**src/rtl/lightsaber_pkg.sv**
```systemverilog
// Shared definitions for the lightsaber blade driver.
//   - blade mode codes as they arrive from the configuration register
//   - blade FSM state encoding
//   - flicker LFSR seed and tap mask (used only when BLADE_FLICKER_EN is defined)
package lightsaber_pkg;

  localparam logic [1:0] MODE_OFF      = 2'b00;
  localparam logic [1:0] MODE_SOLID    = 2'b01;
  localparam logic [1:0] MODE_PULSE    = 2'b10;
  localparam logic [1:0] MODE_UNSTABLE = 2'b11;

  typedef enum logic [1:0] {
    ST_OFF     = 2'b00,
    ST_EXTEND  = 2'b01,
    ST_ON      = 2'b10,
    ST_RETRACT = 2'b11
  } blade_state_e;

  // x^8 + x^6 + x^5 + x^4 + 1, shifting left: feedback = q[7]^q[5]^q[4]^q[3]
  localparam logic [7:0] LFSR_SEED = 8'hA5;
  localparam logic [7:0] LFSR_TAPS = 8'hB8;

endpackage

```
**src/rtl/blade_pwm.sv**
```systemverilog
// Blade brightness PWM.
//   clk, rst_n : clock, async active-low reset
//   mode_i     : registered blade mode (selects the level pattern)
//   lit_i      : at least one segment will be lit after this edge
//   pwm_out_o  : registered PWM output
// Optional feature macro: BLADE_FLICKER_EN (LFSR flicker in mode 11;
// without it mode 11 runs at full level like solid).
module blade_pwm
  import lightsaber_pkg::*;
#(
  parameter int PWM_BITS = 4
) (
  input  logic       clk,
  input  logic       rst_n,
  input  logic [1:0] mode_i,
  input  logic       lit_i,
  output logic       pwm_out_o
);

  localparam logic [PWM_BITS:0] LVL_FULL = {1'b1, {PWM_BITS{1'b0}}};
  localparam logic [PWM_BITS:0] LVL_HALF = {2'b01, {(PWM_BITS-1){1'b0}}};

  logic [PWM_BITS-1:0] cnt_q, cnt_d;
  logic [PWM_BITS:0]   pulse_q, pulse_d;
  logic                pulse_up_q, pulse_up_d;
  logic [PWM_BITS:0]   level_d;
  logic                pwm_q;
  logic                wrap;

  assign wrap  = &cnt_q;
  assign cnt_d = cnt_q + 1'b1;

  // Triangle: one step per PWM period, turning around at either end.
  always_comb begin
    pulse_d    = pulse_q;
    pulse_up_d = pulse_up_q;
    if (wrap && mode_i == MODE_PULSE) begin
      if (pulse_up_q) begin
        if (pulse_q == LVL_FULL) begin
          pulse_up_d = 1'b0;
          pulse_d    = pulse_q - 1'b1;
        end else begin
          pulse_d    = pulse_q + 1'b1;
        end
      end else begin
        if (pulse_q == LVL_HALF) begin
          pulse_up_d = 1'b1;
          pulse_d    = pulse_q + 1'b1;
        end else begin
          pulse_d    = pulse_q - 1'b1;
        end
      end
    end
  end

`ifdef BLADE_FLICKER_EN
  logic [7:0] lfsr_q, lfsr_d;

  always_comb begin
    lfsr_d = lfsr_q;
    if (wrap && mode_i == MODE_UNSTABLE)
      lfsr_d = {lfsr_q[6:0], ^(lfsr_q & LFSR_TAPS)};
  end

  always_ff @(posedge clk or negedge rst_n) begin
    if (!rst_n) lfsr_q <= LFSR_SEED;
    else        lfsr_q <= lfsr_d;
  end
`endif

  // Level is taken from the post-edge register values so the registered
  // output lines up with the counter value it is compared against.
  always_comb begin
    level_d = LVL_FULL;
    case (mode_i)
      MODE_PULSE:    level_d = pulse_d;
`ifdef BLADE_FLICKER_EN
      MODE_UNSTABLE: level_d = LVL_HALF + (PWM_BITS+1)'(lfsr_d[PWM_BITS-2:0]);
`else
      MODE_UNSTABLE: level_d = LVL_FULL;
`endif
      default:       level_d = LVL_FULL;
    endcase
  end

  always_ff @(posedge clk or negedge rst_n) begin
    if (!rst_n) begin
      cnt_q      <= '0;
      pulse_q    <= LVL_HALF;
      pulse_up_q <= 1'b1;
      pwm_q      <= 1'b0;
    end else begin
      cnt_q      <= cnt_d;
      pulse_q    <= pulse_d;
      pulse_up_q <= pulse_up_d;
      pwm_q      <= lit_i && ({1'b0, cnt_d} < level_d);
    end
  end

  assign pwm_out_o = pwm_q;

endmodule

```
**src/rtl/lightsaber_blade_driver.sv**
```systemverilog
// Lightsaber blade driver: consumes the 2-bit blade mode from the config
// register, extends/retracts the blade one segment at a time and drives the
// shared brightness PWM.
//   clk, rst_n : clock, async active-low reset
//   cfg        : blade mode (00 off, 01 solid, 10 pulse, 11 unstable)
//   seg_en     : thermometer segment enables, bit 0 at the hilt
//   pwm_out    : brightness PWM for all lit segments
//   busy       : extending or retracting
//   blade_on   : fully extended
// Optional feature macro: BLADE_FLICKER_EN (passed through to blade_pwm).
//
// state      | meaning
// -----------+--------------------------------------------------
// ST_OFF     | blade dark, seg_count = 0
// ST_EXTEND  | lighting one more segment every STEP_DIV cycles
// ST_ON      | all segments lit, brightness follows mode
// ST_RETRACT | darkening one segment every STEP_DIV cycles
module lightsaber_blade_driver
  import lightsaber_pkg::*;
#(
  parameter int SEGMENTS = 8,
  parameter int STEP_DIV = 4,
  parameter int PWM_BITS = 4
) (
  input  logic                clk,
  input  logic                rst_n,
  input  logic [1:0]          cfg,
  output logic [SEGMENTS-1:0] seg_en,
  output logic                pwm_out,
  output logic                busy,
  output logic                blade_on
);

  localparam int SEG_W = $clog2(SEGMENTS + 1);
  localparam int DIV_W = (STEP_DIV > 1) ? $clog2(STEP_DIV) : 1;

  blade_state_e     state_q, state_d;
  logic [1:0]       cfg_q;
  logic [SEG_W-1:0] seg_count_q, seg_count_d;
  logic [DIV_W-1:0] div_q, div_d;
  logic             step;
  logic             lit_d;

  assign step = (div_q == DIV_W'(STEP_DIV - 1));

  always_ff @(posedge clk or negedge rst_n) begin
    if (!rst_n) begin
      state_q     <= ST_OFF;
      cfg_q       <= MODE_OFF;
      seg_count_q <= '0;
      div_q       <= '0;
    end else begin
      state_q     <= state_d;
      cfg_q       <= cfg;
      seg_count_q <= seg_count_d;
      div_q       <= div_d;
    end
  end

  always_comb begin
    state_d = state_q;
    case (state_q)
      ST_OFF:
        if (cfg_q != MODE_OFF) state_d = ST_EXTEND;
      ST_EXTEND:
        if (cfg_q == MODE_OFF)
          state_d = ST_RETRACT;
        else if (step && seg_count_q == SEG_W'(SEGMENTS - 1))
          state_d = ST_ON;
      ST_ON:
        if (cfg_q == MODE_OFF) state_d = ST_RETRACT;
      ST_RETRACT:
        if (cfg_q != MODE_OFF)
          state_d = ST_EXTEND;
        // A reversal right at the hilt can enter RETRACT with nothing lit.
        else if (seg_count_q == '0 || (step && seg_count_q == SEG_W'(1)))
          state_d = ST_OFF;
      default:
        state_d = ST_OFF;
    endcase
  end

  // Segment counter and step divider. A direction change only restarts the
  // divider; the segment count carries over so there is no visible jump.
  always_comb begin
    seg_count_d = seg_count_q;
    div_d       = div_q;
    case (state_q)
      ST_EXTEND:
        if (cfg_q != MODE_OFF) begin
          if (step) begin
            seg_count_d = seg_count_q + 1'b1;
            div_d       = '0;
          end else begin
            div_d       = div_q + 1'b1;
          end
        end
      ST_RETRACT:
        if (cfg_q == MODE_OFF && seg_count_q != '0) begin
          if (step) begin
            seg_count_d = seg_count_q - 1'b1;
            div_d       = '0;
          end else begin
            div_d       = div_q + 1'b1;
          end
        end
      default: ;
    endcase
    if (state_d != state_q) div_d = '0;
  end

  always_comb begin
    busy     = (state_q == ST_EXTEND) || (state_q == ST_RETRACT);
    blade_on = (state_q == ST_ON);
    seg_en   = '0;
    for (int i = 0; i < SEGMENTS; i++)
      seg_en[i] = (SEG_W'(i) < seg_count_q);
  end

  // The PWM output register sees the segment count it will be shown with.
  assign lit_d = (seg_count_d != '0);

  blade_pwm #(
    .PWM_BITS (PWM_BITS)
  ) u_pwm (
    .clk       (clk),
    .rst_n     (rst_n),
    .mode_i    (cfg_q),
    .lit_i     (lit_d),
    .pwm_out_o (pwm_out)
  );

endmodule

```
**config.mk**
```make
export PLATFORM = sky130hd
export DESIGN_NAME = lightsaber_blade_driver
export DESIGN_NICKNAME = d
export VERILOG_FILES = /design/src/rtl/lightsaber_pkg.sv /design/src/rtl/blade_pwm.sv /design/src/rtl/lightsaber_blade_driver.sv
export SDC_FILE = /design/constraint.sdc
export NUM_CORES = 1
export LEC_CHECK = 0
export BUFFER_PORTS_ARGS = -buffer_cell sky130_fd_sc_hd__buf_4
export CORE_MARGIN = 3
export CORE_UTILIZATION = 35
export CTS_CLUSTER_DIAMETER = 100
export DETAILED_ROUTE_END_ITERATION = 8
export PLACE_DENSITY_LB_ADDON = 0.12
export SKIP_CTS_REPAIR_TIMING = 1
export SYNTH_ARGS = -nofsm -noshare
export SYNTH_HDL_FRONTEND = slang
export SYNTH_SLANG_ARGS = --single-unit
export TNS_END_PERCENT = 1
```
**constraint.sdc**
```tcl
create_clock -name clk -period 3.5 [get_ports clk]
set_input_delay 0 -clock clk [delete_from_list [all_inputs] [get_ports clk]]
set_output_delay 0 -clock clk [all_outputs]
set_load 0.005 [all_outputs]
```
==> results of run 1 <==
[worst reg2reg max path, cell delays in order, from the launching register on]
cell and delay (ns):
dfrtp_1 0.43, inv_1 0.14, ha_1 0.25, inv_1 0.06, o41ai_1 0.33, nand2_1 0.18, mux2i_1 0.27, mux2_2 0.37
ha_1 0.29, a21o_1 0.16, a211oi_1 0.22, a21oi_1 0.09, a32oi_1 0.15
[metrics by stage]
step                      hold slack, ns  power [W]
final                              0.154   0.000721
after global routing               0.179   0.000779
after CTS                         -0.387   0.000729
after detailed placement         -0.0978   0.000569
after global placement           -0.0968   0.000563
after floorplan                   -0.296   0.000482
[synth_stat cells (2+ instances only)]
cell / instances / area [um2]
a211oi_1: 2 / 15.0
a21o_1: 4 / 30.0
a21oi_1: 6 / 30.0
a32oi_1: 3 / 26.3
and4_1: 2 / 17.5
buf_2: 2 / 10.0
clkbuf_1: 5 / 18.8
dfrtp_1: 19 / 475
dfstp_2: 2 / 52.6
ha_1: 11 / 138
inv_1: 13 / 48.8
mux2i_1: 2 / 20.0
nand2_1: 16 / 60.1
nand2b_1: 2 / 12.5
nand3_1: 4 / 20.0
nand4_1: 4 / 25.0
nor2_1: 10 / 37.5
nor2b_1: 3 / 18.8
nor3_1: 2 / 10.0
nor3b_1: 2 / 15.0
o21a_1: 4 / 30.0
o21ai_0: 11 / 55.1
or3_1: 2 / 12.5
xnor2_1: 4 / 35.0
xor2_1: 4 / 35.0
[report_power, final]
group / total [W] / switching (W) / internal (W)
clock: 0.000156 / 0.0000765 / 0.0000793
combinational: 0.000237 / 0.000109 / 0.000127
sequential: 0.000329 / 0.0000552 / 0.000274
total: 0.000721 / 0.000241 / 0.000480
[final cells by class]
type                       instances  area, um2
clock buffer                       3       41.3
clock inverter                     1       5.00
fill                             375       2190
inverter                          13       48.8
multi-input combinational        118        817
sequential                        21        528
tap                               48       60.1
timing repair buffer              17        135
[registers in the layout, indices dropped and copies added (netlist names)]
| signal | cells |
|---|---|
| cfg_q | 2 |
| div_q | 2 |
| seg_count_q | 4 |
| state_q | 2 |
| u_pwm.cnt_q | 4 |
| u_pwm.pulse_q | 5 |
| u_pwm.pulse_up_q | 1 |
| u_pwm.pwm_out_o | 1 |
[worst max path at each step]
| stage | from | endpoint | slack (ns) | depth (start not counted) |
|---|---|---|---|---|
| after floorplan | u_pwm.pulse_q[0]$_DFF_PN0_ | u_pwm.pwm_out_o$_DFF_PN0_ | 0.74 | 12 |
| after global placement | u_pwm.pulse_q[0]$_DFF_PN0_ | u_pwm.pwm_out_o$_DFF_PN0_ | 0.60 | 12 |
| after detailed placement | u_pwm.pulse_q[0]$_DFF_PN0_ | u_pwm.pwm_out_o$_DFF_PN0_ | 0.50 | 12 |
| after CTS | u_pwm.pulse_q[0]$_DFF_PN0_ | u_pwm.pwm_out_o$_DFF_PN0_ | 0.48 | 12 |
| after global routing | u_pwm.pulse_q[0]$_DFF_PN0_ | u_pwm.pwm_out_o$_DFF_PN0_ | 0.12 | 13 |
| final | u_pwm.pulse_q[0]$_DFF_PN0_ | u_pwm.pwm_out_o$_DFF_PN0_ | 0.48 | 12 |
[routing by layer]
| metal | vias to the layer above | part of all wire | global-route usage |
|---|---|---|---|
| met5 | - | 0 | 0 |
| met4 | 0 | 0.025 | 0.0617 |
| met3 | 9 | 0.026 | 0.0187 |
| met2 | 21 | 0.45 | 0.185 |
| met1 | 551 | 0.49 | 0.175 |
| li1 | 595 | - | - |
[layout by cell type (no fill, tap or decap), types with 2 or more instances in the layout]
cell,count
nand4_1,4
o21a_1,4
a21oi_1,6
buf_4,14
and4_1,2
dfstp_2,2
mux2i_1,2
nor3b_1,2
nor2_1,10
ha_1,11
nand3_1,4
nor2b_1,3
nand2_1,16
a21o_1,4
dlygate4sd3_1,3
a32oi_1,3
or3_1,2
a211oi_1,2
xnor2_1,4
clkbuf_8,3
o21ai_0,11
nor3_1,2
dfrtp_1,19
nand2b_1,2
xor2_1,4
inv_1,13
[kinds of logic after synthesis]
family,synth area share
XOR/XNOR,0.0486
multiplexers,0.0321
AND/OR/NAND/NOR,0.201
flip-flops,0.366
buffers and inverters,0.0668
AO/OA/AOI/OAI,0.190
adder cells (fa/ha/maj),0.0955
==> impl_metrics.env, run 1 <==
export IMPL_syn_avg_cell_area_um2=8.95
export IMPL_fin_area_mm2=0.00164
export IMPL_drv_slew=0
export IMPL_setup_viol=0
export IMPL_synth_nets=176
export IMPL_grt_first_pass_wirelength_um=5030
export IMPL_hpwl_um=2230
export IMPL_vdd_drop_max_mv=0.195
export IMPL_r2r_start="u_pwm.pulse_q[0]$_DFF_PN0_"
export IMPL_finalHoldViolations=0
export IMPL_yosys_warnings=0
export IMPL_cts_max_level=1
export IMPL_antenna_found_initial=0
export IMPL_die_w_um=70.2
export IMPL_p_per_area_mw_per_mm2=441
export IMPL_drc_errors=0
export IMPL_fin_nets=189
export IMPL_worstPathArrival_ns=3.20
export IMPL_finalCriticalPeriod_ns=3.02
export IMPL_worst_slew_pin_slew_ns=0.527
export IMPL_detail_route_antenna_nets=0
export IMPL_yosysSeqAreaShare=0.366
export IMPL_io_pins=15
export IMPL_cts_path_max_buffers=2
export IMPL_utilization=0.427
export IMPL_r2r_slack_ns=0.48
export IMPL_rr_worst_depth=12
export IMPL_placedCellCount=214
export IMPL_grt_max_degree=22
export IMPL_worst_path_buf_inv=2
export IMPL_async_flop_share=1.00
export IMPL_clock_sinks=21
export IMPL_wl_um=2880
export IMPL_root_buffer="clkbuf_8"
export IMPL_io_buffers=14
export IMPL_end_kind="register"
export IMPL_clk_latency_ns=0.26
export IMPL_period_share=0.862
export IMPL_path_max_fanout=6
export IMPL_place_area_mm2=0.00156
export IMPL_core_mm2=0.00383
export IMPL_ys_types=47
export IMPL_vias=1176
export IMPL_status="complete, no violations"
export IMPL_finalWorstSetupSlack_ns=0.481
export IMPL_cp_required_ns=3.68
export IMPL_synth_edff_count=0
export IMPL_vias_per_cell=5.32
export IMPL_wire_per_inst_um=13.0
export IMPL_fin_skew_ns=0.00897
export IMPL_path_class="register to register"
export IMPL_overflow=0
export IMPL_fin_tns_setup_ns=0
export IMPL_area_delta_synth_final_pct=13.5
export IMPL_clkSlewWorstSetupHoldPaths_ns=0.08
export IMPL_initial_core_util=0.377
export IMPL_cts_buffers=3
export IMPL_antenna_cells=0
export IMPL_grt_pass1_vias=1107
export IMPL_firstDrtPassIters=4
export IMPL_die_h_um=70.2
export IMPL_startpoint_type="register"
export IMPL_power_leakage_nw=0.776
export IMPL_cpMaxStageDelayCell="dfrtp_1"
export IMPL_syn_instance_count=161
export IMPL_cp_cell_sequence="inv_1 > ha_1 > inv_1 > o41ai_1 > nand2_1 > mux2i_1 > mux2_2 > ha_1 > a21o_1 > a211oi_1 > a21oi_1 > a32oi_1"
export IMPL_cpPeakStageDelay_ns=0.43
export IMPL_finalNonFillerCells=221
export IMPL_design_die_area_mm2=0.00492
export IMPL_grt_setup_unrepaired="no"
export IMPL_hp_class="input pin to asynchronous set/reset pin"
export IMPL_synth_seq_cells=21
export IMPL_routabilityCongestion=0.828
export IMPL_synth_area_mm2=0.00144
export IMPL_regToRegEndpoint="u_pwm.pwm_out_o$_DFF_PN0_"
export IMPL_cts_tree="yes"
export IMPL_row_count=22
export IMPL_track_usage=0.125
export IMPL_slew_headroom=0.647
export IMPL_layout_drive_gt1_share=0.150
export IMPL_synth_ff_type="dfrtp_1"
export IMPL_drtIter0Drc=58
export IMPL_dp_slack_ns=0.504
export IMPL_drv_cap=0
export IMPL_path_delay_family="compound AO/OA/AOI/OAI gates"
export IMPL_max_freq_mhz=331
No activity file was read; power rests on OpenSTA's default activity.
==> run 2: changes to the inputs <==
--- a/config.mk
+++ b/config.mk
@@ -7,7 +7,7 @@
 export LEC_CHECK = 0
 export BUFFER_PORTS_ARGS = -buffer_cell sky130_fd_sc_hd__buf_4
 export CORE_MARGIN = 3
-export CORE_UTILIZATION = 35
+export CORE_UTILIZATION = 45
 export CTS_CLUSTER_DIAMETER = 100
 export DETAILED_ROUTE_END_ITERATION = 8
 export PLACE_DENSITY_LB_ADDON = 0.12
==> impl_metrics.env, run 2 (synthesis results as in run 1) <==
export IMPL_io_buffers=14
export IMPL_die_w_um=62.6
export IMPL_hp_class="input pin to asynchronous set/reset pin"
export IMPL_slew_headroom=0.654
export IMPL_antenna_found_initial=0
export IMPL_fin_tns_setup_ns=0
export IMPL_die_h_um=62.6
export IMPL_design_die_area_mm2=0.00392
export IMPL_finalCriticalPeriod_ns=3.04
export IMPL_top_regs="u_pwm.pulse_q: 5 flops, seg_count_q: 4 flops, u_pwm.cnt_q: 4 flops"
export IMPL_antenna_cells=0
export IMPL_r2r_slack_ns=0.46
export IMPL_cp_required_ns=3.73
export IMPL_final_cell_mix="dfrtp_1 (19), nand2_1 (16), buf_4 (14), inv_1 (13)"
export IMPL_dp_slack_ns=0.491
export IMPL_use_met2=0.224
export IMPL_drv_cap=0
export IMPL_grt_max_degree=22
export IMPL_power_leakage_nw=0.766
export IMPL_max_freq_mhz=329
export IMPL_vias_per_cell=5.32
export IMPL_path_class="register to register"
export IMPL_clock_sinks=21
export IMPL_cts_max_level=1
export IMPL_cts_path_max_buffers=2
export IMPL_row_count=19
export IMPL_wire_per_inst_um=12.9
export IMPL_worstPathArrival_ns=3.27
export IMPL_layout_drive_gt1_share=0.145
export IMPL_place_area_mm2=0.00155
export IMPL_regMostFlops="u_pwm.pulse_q"
export IMPL_root_buffer="clkbuf_4"
export IMPL_cts_tree="yes"
export IMPL_worst_slew_pin_slew_ns=0.517
export IMPL_finalNonFillerCells=215
export IMPL_top_usage_layer="met2"
export IMPL_p_per_area_mw_per_mm2=423
export IMPL_routabilityCongestion=0.802
export IMPL_largest_reg_flops=5
export IMPL_cpPeakStageDelay_ns=0.45
export IMPL_use_met1=0.205
export IMPL_initial_core_util=0.497
export IMPL_wl_um=2770
export IMPL_io_pins=15
export IMPL_final_common_cell="dfrtp_1"
export IMPL_detail_route_antenna_nets=0
export IMPL_fin_nets=189
export IMPL_overflow=0
export IMPL_core_mm2=0.00290
export IMPL_cp_cell_sequence="inv_1 > ha_1 > inv_1 > o41ai_1 > nand2_1 > mux2i_1 > mux2_2 > ha_1 > a21o_1 > a211oi_1 > a21oi_1 > a32oi_1"
export IMPL_clk_latency_ns=0.30
export IMPL_fin_skew_ns=0.00324
export IMPL_finalPower_w=0.000680
export IMPL_placedCellCount=208
export IMPL_cpMaxStageDelayCell="dfrtp_1"
export IMPL_startpoint_type="register"
export IMPL_drtIter0Drc=95
export IMPL_worst_path_buf_inv=2
export IMPL_end_kind="register"
export IMPL_gr_usage_met3=0.0306
export IMPL_vias=1144
export IMPL_finalHoldViolations=0
export IMPL_clkSlewWorstSetupHoldPaths_ns=0.12
export IMPL_period_share=0.868
export IMPL_path_max_fanout=6
export IMPL_track_usage=0.148
export IMPL_drv_slew=0
export IMPL_fill_cells=270
export IMPL_grt_setup_unrepaired="no"
export IMPL_firstDrtPassIters=4
export IMPL_grt_first_pass_wirelength_um=4750
export IMPL_drc_errors=0
export IMPL_path_delay_family="compound AO/OA/AOI/OAI gates"
export IMPL_area_delta_synth_final_pct=11.5
export IMPL_hpwl_um=2050
export IMPL_vdd_drop_max_mv=0.237
export IMPL_cts_buffers=3
export IMPL_setup_viol=0
export IMPL_fin_area_mm2=0.00161
export IMPL_finalWorstSetupSlack_ns=0.460
export IMPL_status="complete, no violations"
export IMPL_grt_pass1_vias=1040
[run 2: final timing paths]
check	cells past startpoint	end	startpoint
hold / removal	2	u_pwm.pwm_out_o$_DFF_PN0_	rst_n
min in group clk	2	cfg_q[0]$_DFF_PN0_	cfg[0]
hold reg to reg	1	u_pwm.cnt_q[0]$_DFF_PN0_	u_pwm.cnt_q[0]$_DFF_PN0_
setup reg to reg	12	u_pwm.pwm_out_o$_DFF_PN0_	u_pwm.pulse_q[0]$_DFF_PN0_
max in group asynchronous	2	u_pwm.pulse_q[3]$_DFF_PN1_	rst_n
setup / recovery	12	u_pwm.pwm_out_o$_DFF_PN0_	u_pwm.pulse_q[0]$_DFF_PN0_
[run 2: metrics by stage]
step           hold slack (ns)  utilization
6_report                0.0928        0.554
4_1_cts                 -0.444        0.544
3_3_place_gp            -0.107        0.535
3_5_place_dp            -0.104        0.535
5_1_grt                 0.0979        0.554
2_1_floorplan           -0.296            -
[run 2: layout make-up]
type | count | area [um2] | share of cell area
Multi-Input combinational cell | 118 | 817 | 0.508
Sequential cell | 21 | 528 | 0.328
Timing Repair Buffer | 17 | 135 | 0.0840
Tap cell | 42 | 52.6 | 0.0327
Inverter | 13 | 48.8 | 0.0304
Clock buffer | 4 | 26.3 | 0.0163
[run 2: report_power, final]
| part | switching [W] | total (W) | internal [W] |
|---|---|---|---|
| Clock | 0.0000756 | 0.000120 | 0.0000444 |
| Sequential | 0.0000540 | 0.000328 | 0.000274 |
| Combinational | 0.000106 | 0.000232 | 0.000127 |
[run 2: per-layer routing]
layer,vias to the layer above,share of wire
met5,-,0
met4,0,0.014
met1,523,0.52
met3,4,0.042
li1,590,-
met2,27,0.43
